**config.mk**
```make
export PLATFORM = sky130hd
export DESIGN_NAME = line_buffer_sequencer
export DESIGN_NICKNAME = d
export VERILOG_FILES = /design/src/rtl/line_buffer_sequencer_pkg.sv /design/src/rtl/line_buffer_sequencer_word_fetch.sv /design/src/rtl/line_buffer_sequencer.sv
export SDC_FILE = /design/constraint.sdc
export NUM_CORES = 1
export LEC_CHECK = 0
export ABC_AREA = 0
export CAP_MARGIN = 20
export CORE_UTILIZATION = 45
export DETAILED_ROUTE_END_ITERATION = 8
export PLACE_DENSITY = 0.75
export SLEW_MARGIN = 0
export SYNTH_ARGS = -nofsm -noshare
export SYNTH_HDL_FRONTEND = slang
export SYNTH_SLANG_ARGS = --single-unit
```
**constraint.sdc**
```tcl
create_clock -name clk_i -period 4.4 [get_ports clk_i]
set_input_delay 0.44 -clock clk_i [delete_from_list [all_inputs] [get_ports clk_i]]
set_output_delay 0.44 -clock clk_i [all_outputs]
set_load 0.02 [all_outputs]
```
**src/rtl/line_buffer_sequencer_pkg.sv**
```systemverilog
// Shared definitions for the line-buffer sequencer: FSM states, kernel size codes and
// the rows-needed-per-kernel helper.
package line_buffer_sequencer_pkg;

    typedef enum logic [2:0] {
        StIdle,
        StFetch,
        StWait,
        StWrite,
        StEmit,
        StRealign,
        StNextRow,
        StDone
    } state_e;

    localparam logic [1:0] Size2x2     = 2'd0;
    localparam logic [1:0] Size3x3     = 2'd1;
    localparam logic [1:0] SizeIllegal = 2'd2;
    localparam logic [1:0] Size5x5     = 2'd3;

    // Kernel height K: rows that must be resident before the first window is valid.
    function automatic logic [2:0] k_from_size(input logic [1:0] size);
        logic [2:0] k;
        case (size)
            Size2x2: k = 3'd2;
            Size3x3: k = 3'd3;
            Size5x5: k = 3'd5;
            default: k = 3'd0;
        endcase
        return k;
    endfunction

endpackage

```
**src/rtl/line_buffer_sequencer_word_fetch.sv**
```systemverilog
// Single-outstanding word reader: issues a read request, forms the frame-memory word
// address and captures the returned word.
module line_buffer_sequencer_word_fetch #(
    parameter int unsigned IMG_WIDTH = 320,
    parameter int unsigned ADDR_W    = 20
) (
    input  logic              clk_i,
    input  logic              reset_i,
    input  logic              fetch_i,
    input  logic [8:0]        row_i,
    input  logic [6:0]        word_i,
    input  logic              rd_valid_i,
    input  logic [31:0]       rd_data_i,
    output logic              rd_req_o,
    output logic [ADDR_W-1:0] rd_addr_o,
    output logic [31:0]       data_o,
    output logic              captured_o
);

    localparam int unsigned WordsPerRow = IMG_WIDTH / 4;

    logic        waiting_q, waiting_d;
    logic [31:0] data_q, data_d;

    assign rd_req_o   = fetch_i;
    assign rd_addr_o  = ADDR_W'(32'(row_i) * WordsPerRow + 32'(word_i));
    // Only a response to our own outstanding request is accepted.
    assign captured_o = waiting_q & rd_valid_i;
    assign data_o     = data_q;

    always_comb begin
        waiting_d = waiting_q;
        data_d    = data_q;
        if (fetch_i) begin
            waiting_d = 1'b1;
        end else if (captured_o) begin
            waiting_d = 1'b0;
            data_d    = rd_data_i;
        end
    end

    always_ff @(posedge clk_i or posedge reset_i) begin
        if (reset_i) begin
            waiting_q <= 1'b0;
            data_q    <= '0;
        end else begin
            waiting_q <= waiting_d;
            data_q    <= data_d;
        end
    end

endmodule

```
**src/rtl/line_buffer_sequencer.sv**
```systemverilog
// Line-buffer sequencer: primes K rows from frame memory, then steps windows to the
// convolution unit. Optional stall counter enabled by LBSEQ_STALL_CNT_EN.
module line_buffer_sequencer
    import line_buffer_sequencer_pkg::*;
#(
    parameter int unsigned IMG_WIDTH  = 320,
    parameter int unsigned IMG_HEIGHT = 240,
    parameter int unsigned LINE_BYTES = 512,
    parameter int unsigned ADDR_W     = 20
) (
    input  logic              clk_i,
    input  logic              reset_i,
    input  logic              start_i,
    input  logic [1:0]        size_i,
    output logic              rd_req_o,
    output logic [ADDR_W-1:0] rd_addr_o,
    input  logic              rd_valid_i,
    input  logic [31:0]       rd_data_i,
    output logic [31:0]       lb_datain_o,
    output logic [8:0]        lb_address_o,
    output logic              lb_save_data_o,
    output logic              lb_next_matrix_o,
    output logic [1:0]        lb_size_o,
    output logic              mat_valid_o,
    input  logic              mat_ready_i,
    output logic [8:0]        mat_row_o,
    output logic [8:0]        mat_col_o,
`ifdef LBSEQ_STALL_CNT_EN
    output logic [31:0]       stall_cycles_o,
`endif
    output logic              busy_o,
    output logic              done_o,
    output logic              error_o
);

    localparam int unsigned RealignLen = LINE_BYTES - IMG_WIDTH;
    localparam logic [6:0]  LastWord   = 7'(IMG_WIDTH / 4 - 1);
    localparam logic [8:0]  LastCol    = 9'(IMG_WIDTH - 1);
    localparam logic [8:0]  LastRow    = 9'(IMG_HEIGHT - 1);
    localparam logic [8:0]  LastShift  = 9'(RealignLen - 1);

    state_e     state_q, state_d;
    logic [8:0] row_q, row_d;
    logic [6:0] word_q, word_d;
    logic [8:0] col_q, col_d;
    logic [8:0] shift_q, shift_d;
    logic [1:0] size_q, size_d;
    logic       error_q, error_d;
    logic       fetch;
    logic       captured;
    logic       realign;
    logic       frame_start;

    assign frame_start = (state_q == StIdle) && start_i && (size_i != SizeIllegal);

    line_buffer_sequencer_word_fetch #(
        .IMG_WIDTH (IMG_WIDTH),
        .ADDR_W    (ADDR_W)
    ) u_word_fetch (
        .clk_i      (clk_i),
        .reset_i    (reset_i),
        .fetch_i    (fetch),
        .row_i      (row_q),
        .word_i     (word_q),
        .rd_valid_i (rd_valid_i),
        .rd_data_i  (rd_data_i),
        .rd_req_o   (rd_req_o),
        .rd_addr_o  (rd_addr_o),
        .data_o     (lb_datain_o),
        .captured_o (captured)
    );

    always_comb begin
        state_d        = state_q;
        row_d          = row_q;
        word_d         = word_q;
        col_d          = col_q;
        shift_d        = shift_q;
        size_d         = size_q;
        error_d        = 1'b0;
        fetch          = 1'b0;
        realign        = 1'b0;
        lb_save_data_o = 1'b0;
        mat_valid_o    = 1'b0;
        case (state_q)
            StIdle: begin
                if (start_i && (size_i == SizeIllegal)) begin
                    error_d = 1'b1;
                end else if (frame_start) begin
                    size_d  = size_i;
                    row_d   = '0;
                    word_d  = '0;
                    state_d = StFetch;
                end
            end
            StFetch: begin
                fetch   = 1'b1;
                state_d = StWait;
            end
            StWait: begin
                if (captured) state_d = StWrite;
            end
            StWrite: begin
                lb_save_data_o = 1'b1;
                if (word_q != LastWord) begin
                    word_d  = word_q + 7'd1;
                    state_d = StFetch;
                end else begin
                    word_d = '0;
                    if (row_q < {6'd0, k_from_size(size_q) - 3'd1}) begin
                        state_d = StNextRow;
                    end else begin
                        col_d   = '0;
                        state_d = StEmit;
                    end
                end
            end
            StEmit: begin
                mat_valid_o = 1'b1;
                if (mat_ready_i) begin
                    col_d = col_q + 9'd1;
                    if (col_q == LastCol) begin
                        shift_d = '0;
                        state_d = (RealignLen == 0) ? StNextRow : StRealign;
                    end
                end
            end
            StRealign: begin
                // Spin the rotation the rest of the way round so byte 0 lines up again.
                realign = 1'b1;
                if (shift_q == LastShift) begin
                    state_d = StNextRow;
                end else begin
                    shift_d = shift_q + 9'd1;
                end
            end
            StNextRow: begin
                if (row_q == LastRow) begin
                    state_d = StDone;
                end else begin
                    row_d   = row_q + 9'd1;
                    state_d = StFetch;
                end
            end
            StDone: begin
                state_d = StIdle;
            end
            default: begin
                state_d = StIdle;
            end
        endcase
    end

    assign lb_next_matrix_o = (mat_valid_o & mat_ready_i) | realign;
    assign lb_address_o     = (state_q == StWrite) ? {word_q, 2'b00} : 9'd0;
    assign lb_size_o        = size_q;
    assign mat_row_o        = row_q;
    assign mat_col_o        = col_q;
    assign busy_o           = (state_q != StIdle) && (state_q != StDone);
    assign done_o           = (state_q == StDone);
    assign error_o          = error_q;

    always_ff @(posedge clk_i or posedge reset_i) begin
        if (reset_i) begin
            state_q <= StIdle;
            row_q   <= '0;
            word_q  <= '0;
            col_q   <= '0;
            shift_q <= '0;
            size_q  <= '0;
            error_q <= 1'b0;
        end else begin
            state_q <= state_d;
            row_q   <= row_d;
            word_q  <= word_d;
            col_q   <= col_d;
            shift_q <= shift_d;
            size_q  <= size_d;
            error_q <= error_d;
        end
    end

`ifdef LBSEQ_STALL_CNT_EN
    logic [31:0] stall_q, stall_d;

    always_comb begin
        stall_d = stall_q;
        if (frame_start) begin
            stall_d = '0;
        end else if (mat_valid_o && !mat_ready_i && (stall_q != '1)) begin
            stall_d = stall_q + 32'd1;
        end
    end

    always_ff @(posedge clk_i or posedge reset_i) begin
        if (reset_i) begin
            stall_q <= '0;
        end else begin
            stall_q <= stall_d;
        end
    end

    assign stall_cycles_o = stall_q;
`endif

endmodule

```
After elaboration in Yosys (flattened, before gate mapping)
Cells that the tools add are included.
{"block": "classes", "addsub": 6, "n_mul": 1, "n_div": 0, "order_cmp": 1, "eq_ne": 26, "shifts": 0, "muxes": 38, "bitwise": 5, "n_reduce_logical": 19}
{"op": "$mux W9", "count": 10}
{"op": "$pmux W9 S2", "count": 3}
{"op": "$mux W3", "count": 10}
{"op": "$add A9 B1 Y9 const B", "count": 3}
{"op": "$pmux W3 S8", "count": 1}
{"op": "$ne A2 B2 Y1 const B", "count": 11}
{"op": "$mux W7", "count": 3}
{"op": "$eq A9 B8 Y1 const B", "count": 2}
{"op": "$add A16 B7 Y17", "count": 1}
{"op": "$pmux W7 S2", "count": 1}
{"op": "$eq A3 B3 Y1 const B", "count": 4}
{"op": "$mul A9 B3 Y12 const B", "count": 1}
{"op": "$reduce_and A4 Y1", "count": 3}
{"op": "$reduce_bool A2 Y1", "count": 5}
{"op": "$eq A9 B9 Y1 const B", "count": 1}
{"op": "$lt A9 B3 Y1", "count": 1}
{"op": "$pmux W3 S3", "count": 1}
{"op": "$mux W1", "count": 8}
{"op": "$add A7 B1 Y7 const B", "count": 1}
{"op": "$ne A7 B7 Y1 const B", "count": 1}
{"op": "$eq A3 B2 Y1 const B", "count": 2}
{"op": "$reduce_and A3 Y1", "count": 2}
{"op": "$reduce_and A6 Y1", "count": 1}
{"op": "$eq A2 B2 Y1 const B", "count": 2}
{"op": "13 further kinds", "count": 18}
{"block": "word_totals", "reg_bits": 73, "latchBits": 0, "ramBits": 0, "rom_bits": 0, "input_bits": 39, "elab_cells": 105, "mem_count": 0}

Longest topological paths before layout
{"block": "logic_depth", "ltp_word": 9, "ltp_mapped": 10}

Cells and area by module
A second synthesis with hierarchy kept.
{"block": "hier_totals", "hier_cells": 413, "hier_area_um2": 4239.1}
{"mod": "line_buffer_sequencer", "n_inst": 1, "cells_each": 255, "area_per_inst_um2": 2327.2}
{"mod": "line_buffer_sequencer_word_fetch", "n_inst": 1, "cells_each": 158, "area_per_inst_um2": 1911.8}

Worst setup path after synthesis
OpenSTA, ideal clock, no wires.
{"block": "synth_path", "kind": "register to output", "from": "register row_q[1] (netlist: mat_row_o[1])", "to": "output rd_addr_o[14]", "t_arrival_ps": 2617, "required_ps": 3960, "slack_ps": 1343, "stages_incl_launch_ff": 11, "n_path_buf": 0, "cell_sequence": "dfrtp_1 ha_1 ha_1 inv_1 fa_1 nand2b_1 nor2_1 o21ai_0 nor3_1 nand3_1 xor3_1"}
{"block": "synth_via", "elab_chain_len": 2}
{"item": "from (decl)", "line": "line_buffer_sequencer.sv:43", "source": "logic [8:0] row_q, row_d;"}
{"item": "from (signal assigned)", "line": "line_buffer_sequencer.sv:174", "source": "row_q <= row_d;"}
{"item": "$mul A9 B3 Y12", "line": "line_buffer_sequencer_word_fetch.sv:26", "source": "assign rd_addr_o = ADDR_W'(32'(row_i) * WordsPerRow + 32'(word_i));"}
{"item": "$add A16 B7 Y17", "line": "line_buffer_sequencer_word_fetch.sv:26"}
{"item": "to (decl)", "line": "line_buffer_sequencer.sv:16", "source": "output logic [ADDR_W-1:0] rd_addr_o,"}
No other way between the ends.

Worst setup path in the final report
Same ends and word-level chain as after synthesis.

==> out/metrics.cfg <==
[cells_and_area]
n_fill_cell=761
fin_cells=661
drive_above_1_share_pct=13.7
fin_nets=593
area_delta_synth_final_pct=35.2
finish.utilization_pct=62.9
diodes=0
final_area_sq_um=5810

[drt]
viasPerCell=5.20
drc=0
drt_iter0_markers=117
routed_wl_mm=9.88
drtAntennaViolNets=0
firstDrtPassIters=4
vias=3439
wl_per_cell_microns=14.9

[floorplan]
rows=35
start_util_pct=46.5
coreArea_sq_um=9240
dieArea_sq_um=9940
die_h_microns=99.7
ios=127
die_w_microns=99.7

[clocking]
clock_sinks=73
hold_buffers=0
cts_max_level=3
worstSkewPairLatency_ps=350
cts.path.max_buffers=2
cts_tree=done
cts_setup_buffers=0
cts_root_buf=clkbuf_8
clk_pin_slew_worst_paths_ps=80
cts_resized=0
cts_buffers=9

[setup_path]
cp.required_ps=3960
cp_max_fo=8
cp-start-kind=flop
crit_buf_inv=2
crit_type=flop to output port
endpoint_kind=output port
arrival_ps=3560
path_common_cell=ha_1
cpMaxStageDelayCell=clkdlybuf4s50_1
slowest_delay_ps=600
crit_family=adder cells
crit_chain=ha_1, ha_1, inv_1, fa_1, nand2b_1, nor2_1, o21ai_0, nor3_1, nand3_1, xor3_1, clkdlybuf4s50_1

[power_and_ir_drop]
p_leak_nw=2.51
p_per_area_nw_per_um2=480
max-vdd-ir-drop_v=0.000328

[sta]
rsz0062_at_grt=false
tns_ps=0
fin_worst_skew_ps=15.9
hold_viol_final=0
fmaxAchievable_ghz=0.250
relSlewSlack_pct=54.7
setup_ws_ps=404
fin_crit_sh_pct=90.8
min_period_ps=4000
worstMarginPinSlew_ps=674
setup-violations-final=0
slew_viol_final=0

[place]
dpl_cell_area_sq_um=5560
pre_cts_slack_ps=756
dpl.hpwl_mm=7.50
io_buffer_count=120
place_congestion=0.777
dp.cells=644

[logic_synthesis]
ys_types=58
synth-edff-count=0
syn_area_per_cell_sq_um=10.5
synthFlopType=dfrtp_1
synth_most_common_cell=dfrtp_1
netlist_area_sq_um=4300
synth_area_leaders=dfrtp_1, mux2_2, ha_1
synth_top_area_share_pct=42.5
ys_seq_area_share_pct=42.5
synth_commonest_cells=dfrtp_1, nor2_1, mux2_2
ys_ff_latch=73
yosysWarnings=0
synthArstFlopShare_pct=100
syn_inst=409
synth_top_area_cell=dfrtp_1

[grt]
grtUsageTotal_pct=20.1
grt_max_degree=50
grt_pass1_vias=3365
grt_pass1_wl_mm=15.9
overflow=0
antenna_found_initial=0

[job]
maxCapViolCount=0

[status]
status=completed

[min_path]
hold_path_class=input pin to asynchronous set/reset pin

-- cells by family after synthesis --
| kind of cell | Yosys count | share of synthesized area [%] |
|---|---|---|
| AND/OR/NAND/NOR | 148 | 18.9 |
| flip-flops | 73 | 42.5 |
| other | 1 | 0.0873 |
| XOR/XNOR | 31 | 6.67 |
| multiplexers | 39 | 10.1 |
| AO/OA/AOI/OAI | 54 | 9.09 |
| buffers and inverters | 36 | 4.37 |
| adder cells (fa/ha/maj) | 27 | 8.21 |
-- layout make-up --
type / count / area [sq um] / share of cell area (%)
sequential: 73 / 1830 / 31.4
clock buffer: 9 / 124 / 2.13
tap: 129 / 161 / 2.78
timing repair buffer: 123 / 1240 / 21.3
inverter: 15 / 56.3 / 0.969
clock inverter: 7 / 101 / 1.74
multi-input combinational: 305 / 2300 / 39.7
-- worst reg2reg max path: stages, from the launching register on --
cell	delay (ps)
dfrtp_1	430
inv_1	80
ha_1	330
ha_1	290
o21a_1	100
o21ai_0	160
a311oi_4	560
nor2_2	110
a22o_1	240
-- per-layer routing --
layer	vias to the layer above	routed length (microns)	GRT usage, %
met5	-	0	0
li1	1660	-	-
met4	0	133	6.00
met3	11	257	3.02
met1	1702	4310	26.2
met2	66	5170	34.4
-- metrics by stage --
stage               hold WS, ps  total power (W)
finish                      309          0.00279
global route                305          0.00293
CTS                         514          0.00281
detailed placement          494          0.00222
global placement            488          0.00219
floorplan                   472          0.00170
-- state kept, by name, indices dropped and copies added, names as in the netlist --
signal / flops
error_o: 1
lb_size_o: 2
u_word_fetch.waiting_q: 1
word_q: 7
mat_col_o: 9
u_word_fetch.data_o: 32
state_q: 3
shift_q: 9
mat_row_o: 9
-- layout by cell type, fill, tap and decap left out, types with 6 or more instances in the layout --
cell / count
nand2_1: 25
nor2b_1: 6
nand3_1: 12
nor3_1: 8
o21ai_0: 19
and2_1: 10
xnor2_1: 8
and3_1: 6
inv_1: 14
mux2_2: 36
nand4_1: 12
xor2_1: 22
nor2_1: 42
dfrtp_1: 73
ha_1: 25
clkbuf_8: 9
clkdlybuf4s50_1: 120
conb_1: 6
-- final timing paths --
| check | slack, ps | depth (start not counted) | startpoint | to |
|---|---|---|---|---|
| setup / recovery | 400 | 11 | mat_row_o[1] | rd_addr_o[14] |
| max in group asynchronous | 3220 | 4 | reset_i | u_word_fetch.data_o[30] |
| hold / removal | 310 | 2 | reset_i | mat_col_o[3] |
| setup reg to reg | 1990 | 8 | lb_size_o[0] | mat_col_o[4] |
| hold reg to reg | 510 | 1 | u_word_fetch.data_o[20] | u_word_fetch.data_o[20] |
| min in group clk_i | 510 | 1 | u_word_fetch.data_o[20] | u_word_fetch.data_o[20] |
-- power by group --
part           internal, W  switching, W
combinational     0.000602      0.000567
sequential        0.000864      0.000166
clock             0.000324      0.000268
total              0.00179       0.00100
Power figures use the tool's default switching activity.
==> edit 1, RTL diff (same settings) <==
`ADDR_W` is set to 20 in 2 places; all go to 40.
--- a/src/rtl/line_buffer_sequencer_word_fetch.sv
+++ b/src/rtl/line_buffer_sequencer_word_fetch.sv
@@ -2,7 +2,7 @@
 // address and captures the returned word.
 module line_buffer_sequencer_word_fetch #(
     parameter int unsigned IMG_WIDTH = 320,
-    parameter int unsigned ADDR_W    = 20
+    parameter int unsigned ADDR_W    = 40
 ) (
     input  logic              clk_i,
     input  logic              reset_i,
--- a/src/rtl/line_buffer_sequencer.sv
+++ b/src/rtl/line_buffer_sequencer.sv
@@ -6,7 +6,7 @@
     parameter int unsigned IMG_WIDTH  = 320,
     parameter int unsigned IMG_HEIGHT = 240,
     parameter int unsigned LINE_BYTES = 512,
-    parameter int unsigned ADDR_W     = 20
+    parameter int unsigned ADDR_W     = 40
 ) (
     input  logic              clk_i,
     input  logic              reset_i,
Ports: changed (resized rd_addr_o); port bits go from 127 to 147. No check against the original RTL was run, so the function may have changed too.
==> edit 1 against the unedited design <==
  * First-iteration DRC count grew 3.4%
  * Sequential cell count is the same
  * Die area grew 3.4%
  * Fmax is essentially flat
  * Total power shrank 1.2%
  * Final area grew 0.54%
  * Routed wire length grew 1.6%
  * Synthesized area grew 3.5%
  * Setup slack gained 0.0034 ns
  * Critical path depth is the same
  * Critical path type unchanged
  * Highest routed layer unchanged
==> edit 1: results (changes against the unedited design) <==
{
  "synth": {
    "synth_adder_area_share": {"value": 7.93, "unit": "%", "change": "-0.28 points"},
    "synth_commonest_cells": "73 x dfrtp_1, 43 x nor2_1, 36 x mux2_2",
    "synth_area_leaders": "dfrtp_1 41%, mux2_2 9.1%, ha_1 7.0%, buf_4 5.4%, xor2_1 4.3%",
    "avgSynthCellArea": {"value": 10.4, "unit": "sq um", "change": "-1.3%"},
    "yosys-mux-area-fraction": {"value": 9.79, "unit": "%", "change": "-0.34 points"},
    "seq_area_frac_synth": {"value": 41.1, "unit": "%", "change": "-1.4 points"},
    "synthXorXnorAreaFrac": {"value": 6.44, "unit": "%", "change": "-0.23 points"}
  },
  "placed_design": {
    "numPlacedInstances": {"value": 664, "change": "+3.1%"},
    "placement.setup.worst_slack": {"value": 0.783, "unit": "ns", "change": "+0.0272 ns"},
    "placement.cell_area": {"value": 5640, "unit": "sq um", "change": "+1.3%"},
    "dp_hpwl": {"value": 7640, "unit": "microns", "change": "+1.9%"}
  },
  "hold_path": {
    "hold_path_class": "reg -> reg"
  },
  "pwr": {
    "power.total": {"value": 0.00276, "unit": "W", "change": "-1.2%"},
    "max-vdd-ir-drop": {"value": 306, "unit": "uV", "change": "-6.9%"},
    "clock_power_share": {"value": 19.6, "unit": "%", "change": "-1.6 points"},
    "intPower": {"value": 0.00173, "unit": "W", "change": "-3.4%"}
  },
  "drt": {
    "num_vias": {"value": 3427, "change": "-0.35%"},
    "detailedRoute.firstIterationViolations": {"value": 121, "change": "+3.4%"},
    "routed_via_density": {"value": 5.04, "change": "-3.1%"}
  },
  "worst_setup_path": {
    "reg2reg_slack": {"value": 2.01, "unit": "ns", "change": "+0.02 ns"}
  },
  "timing": {
    "fin_skew": {"value": 0.00919, "unit": "ns", "change": "-0.00668 ns"},
    "fin_worst_hold_slack": {"value": 0.510, "unit": "ns", "change": "+0.201 ns"},
    "timing.slew.headroom": {"value": 35.3, "unit": "%", "change": "-19 points"}
  },
  "cells_and_area": {
    "syn2layout_area_growth_pct": 31.3,
    "nets": {"value": 612, "change": "+3.2%"}
  },
  "grt": {
    "grt_start_max_net_pins": {"value": 46, "change": "-8.0%"}
  },
  "outcome": {
    "status": "completed"
  }
}
## edit 1: area by class of cell
cell class,instances,share of cell area (%)
multi-input cells,325,40.7
repair buffers,122,20.8
clock buffers,9,2.12
flip-flops and latches,73,31.3
inverters,15,0.964
clock inverters,7,1.33
well taps,129,2.76
## edit 1: worst register-to-register path, stage by stage, from the launching register on
cell      delay [ns]
dfrtp_1         0.45
inv_1           0.10
ha_1            0.31
ha_1            0.27
o21a_1          0.10
o21ai_0         0.15
a311oi_4        0.57
nor2_2          0.10
a22o_1          0.24
## edit 1: how the worst max path moves through the flow
stage                        startpoint            end  slack, ns  depth (start not counted)
2_1_floorplan  mat_row_o[1]$_DFFE_PP0P_  rd_addr_o[14]       1.34                         10
3_3_place_gp   mat_row_o[1]$_DFFE_PP0P_  rd_addr_o[14]       0.86                         11
3_5_place_dp   mat_row_o[1]$_DFFE_PP0P_  rd_addr_o[14]       0.78                         11
4_1_cts        mat_row_o[1]$_DFFE_PP0P_  rd_addr_o[14]       0.40                         11
5_1_grt        mat_row_o[1]$_DFFE_PP0P_  rd_addr_o[14]       0.17                         11
6_report       mat_row_o[1]$_DFFE_PP0P_  rd_addr_o[14]       0.41                         11
## edit 1: cells by family (layout without fill, tap and decap cells)
group                      count (synthesis)  in the layout
and+or+nand+nor                          148            148
DFF                                       73             73
buffers and inverters                     56            153
AOI/OAI and AO/OA                         54             54
muxes                                     39             39
xor gates and xnor gates                  31             31
adders and majority gates                 27             27
other                                      1             26
## edit 1: routing by layer
metal | track usage (%) | vias up | wire [microns]
li1 | - | 1679 | -
met1 | 26.2 | 1643 | 4360
met2 | 33.2 | 90 | 5160
met3 | 2.62 | 15 | 319
met4 | 7.58 | 0 | 193
met5 | 0 | - | 0
==> edit 2, RTL diff (same settings) <==
Without the edit above. Remove the register `error_q`: a continuous assignment takes its place, so the output `error_o` follows one clock earlier.
--- a/src/rtl/line_buffer_sequencer.sv
+++ b/src/rtl/line_buffer_sequencer.sv
@@ -168,7 +168,6 @@
             col_q   <= '0;
             shift_q <= '0;
             size_q  <= '0;
-            error_q <= 1'b0;
         end else begin
             state_q <= state_d;
             row_q   <= row_d;
@@ -176,9 +175,10 @@
             col_q   <= col_d;
             shift_q <= shift_d;
             size_q  <= size_d;
-            error_q <= error_d;
         end
     end
+
+    assign error_q = error_d;
 
 `ifdef LBSEQ_STALL_CNT_EN
     logic [31:0] stall_q, stall_d;
Check against the original RTL: not equivalent (a bounded check fails within 4 cycles, from zero or initial values and one cycle with reset_i high).
==> edit 2 against the unedited design <==
  * Largest power group unchanged
  * Final area decreased by 1.3%
  * Synthesized area decreased by 1.6%
  * Largest cell class unchanged
  * Routed wire length decreased by 2.3%
  * Critical endpoint unchanged
  * Sequential cell count decreased by 1
  * Fmax decreased by 1.4%
  * Setup slack got worse by 0.058 ns
  * Total power decreased by 0.48%
  * Sequential share of layout area about the same
==> edit 2: results (changes against the unedited design) <==
{
  "outcome": {
    "status": "completed"
  },
  "synth": {
    "synth_commonest_cells": "72 x dfrtp_1, 42 x nor2_1, 33 x mux2_2",
    "synth_area_leaders": "dfrtp_1 43%, mux2_2 8.8%, ha_1 7.4%, nor2_1 3.7%, xor2_1 3.3%",
    "top_area_cell_type_share_of_the_netlist_area": {"value": 42.6, "unit": "%", "change": "+0.10 points"},
    "seq_area_frac_synth": {"value": 42.6, "unit": "%", "change": "+0.10 points"},
    "avgSynthCellArea": {"value": 9.99, "unit": "sq um", "change": "-4.9%"},
    "synth_cell_type_count": {"value": 52, "change": "-10%"}
  },
  "worst_setup_path": {
    "worst-path-max-fanout": {"value": 8, "change": "unchanged"},
    "worst_ep_arrival_time": {"value": 3.61, "unit": "ns", "change": "+0.05 ns"},
    "ff2ff_path_depth": {"value": 9, "change": "+1"},
    "reg2reg_slack": {"value": 1.91, "unit": "ns", "change": "-0.08 ns"},
    "slowest_delay": {"value": 0.62, "unit": "ns", "change": "+0.02 ns"},
    "worst_setup_path_start_kind": "flip-flop",
    "ff_to_ff_end": "mat_col_o[4]$_DFFE_PP0P_"
  },
  "drt": {
    "num_vias": {"value": 3537, "change": "+2.8%"},
    "detailedRoute.firstIterationViolations": {"value": 104, "change": "-11%"},
    "totalWireLength": {"value": 9640, "unit": "microns", "change": "-2.3%"}
  },
  "cells_and_area": {
    "nets": {"value": 607, "change": "+2.4%"},
    "nFillCells": {"value": 747, "change": "-1.8%"},
    "final_layout_size_suffix_gt1_share": {"value": 11.0, "unit": "%", "change": "-2.7 points"},
    "finish.cell_count_without_fillers": {"value": 657, "change": "-0.61%"}
  },
  "placed_design": {
    "finalWeightedCongestion": {"value": 0.828, "change": "+6.5%"},
    "placement.setup.worst_slack": {"value": 0.710, "unit": "ns", "change": "-0.0466 ns"},
    "placement.cell_area": {"value": 5470, "unit": "sq um", "change": "-1.7%"},
    "numPlacedInstances": {"value": 640, "change": "-0.62%"},
    "dp_hpwl": {"value": 7210, "unit": "microns", "change": "-3.9%"}
  },
  "clocking": {
    "clk_latency_ns": 0.34,
    "numCtsBuffers": {"value": 9, "change": "unchanged"},
    "post_cts_hold_buffer_count": {"value": 0, "change": "unchanged"}
  },
  "pwr": {
    "max-vdd-ir-drop": {"value": 375, "unit": "uV", "change": "+14%"},
    "leakage": {"value": 2.45, "unit": "nW", "change": "-2.4%"}
  },
  "timing": {
    "fin_worst_hold_slack": {"value": 0.445, "unit": "ns", "change": "+0.135 ns"},
    "postLayoutSetupSlackWorst": {"value": 0.346, "unit": "ns", "change": "-0.0582 ns"},
    "fin_skew": {"value": 0.0114, "unit": "ns", "change": "-0.00446 ns"},
    "timing.slew.headroom": {"value": 53.4, "unit": "%", "change": "-1.2 points"}
  },
  "grt": {
    "grt_start_max_net_pins": {"value": 47, "change": "-6.0%"},
    "grt_first_pass_wirelength": {"value": 16300, "unit": "microns", "change": "+2.4%"},
    "grtUsageTotal": {"value": 20.7, "unit": "%", "change": "+0.62 points"}
  }
}
## edit 2: cell count changes after synthesis, sizes merged, moves of 4 or more
cell / before / now
xnor2: 8 / 13
xor2: 22 / 16
o21ai: 20 / 27
o2111ai: 0 / 4
or3: 1 / 6
inv: 15 / 23
a21oi: 7 / 13
## edit 2: kinds of logic (layout without fill, tap and decap cells)
| family | after synthesis | count (layout) | share of synthesized area (%) |
|---|---|---|---|
| adders and majority gates | 27 | 27 | 8.35 |
| DFF | 72 | 72 | 42.6 |
| AOI/OAI and AO/OA | 67 | 67 | 10.1 |
| and+or+nand+nor | 149 | 149 | 18.6 |
| muxes | 34 | 34 | 9.03 |
| other | 1 | 6 | 0.0887 |
| buffers and inverters | 44 | 162 | 5.18 |
| xor gates and xnor gates | 29 | 29 | 6.01 |
## edit 2: final cells by class
| class | count | area, sq um | area share [%] |
|---|---|---|---|
| Sequential cell | 72 | 1800 | 31.4 |
| Timing Repair Buffer | 123 | 1240 | 21.6 |
| Tap cell | 111 | 139 | 2.42 |
| Multi-Input combinational cell | 312 | 2230 | 38.9 |
| Clock inverter | 6 | 116 | 2.03 |
| Inverter | 23 | 86.3 | 1.51 |
| Clock buffer | 10 | 128 | 2.23 |
## edit 2: where the power goes
part,leakage (nW),internal (W),total [W],switching [W]
combinational,1.46,0.000580,0.00116,0.000584
sequential,0.870,0.000848,0.000974,0.000127
clock,0.121,0.000381,0.000639,0.000258
## edit 2: routing by layer
layer / vias up / part of all wire (%) / GRT usage (%)
met3: 15 / 3.3 / 2.41
met4: 0 / 2.1 / 8.38
met1: 1719 / 44 / 27.0
met5: - / 0 / 0
li1: 1712 / - / -
met2: 91 / 51 / 35.1
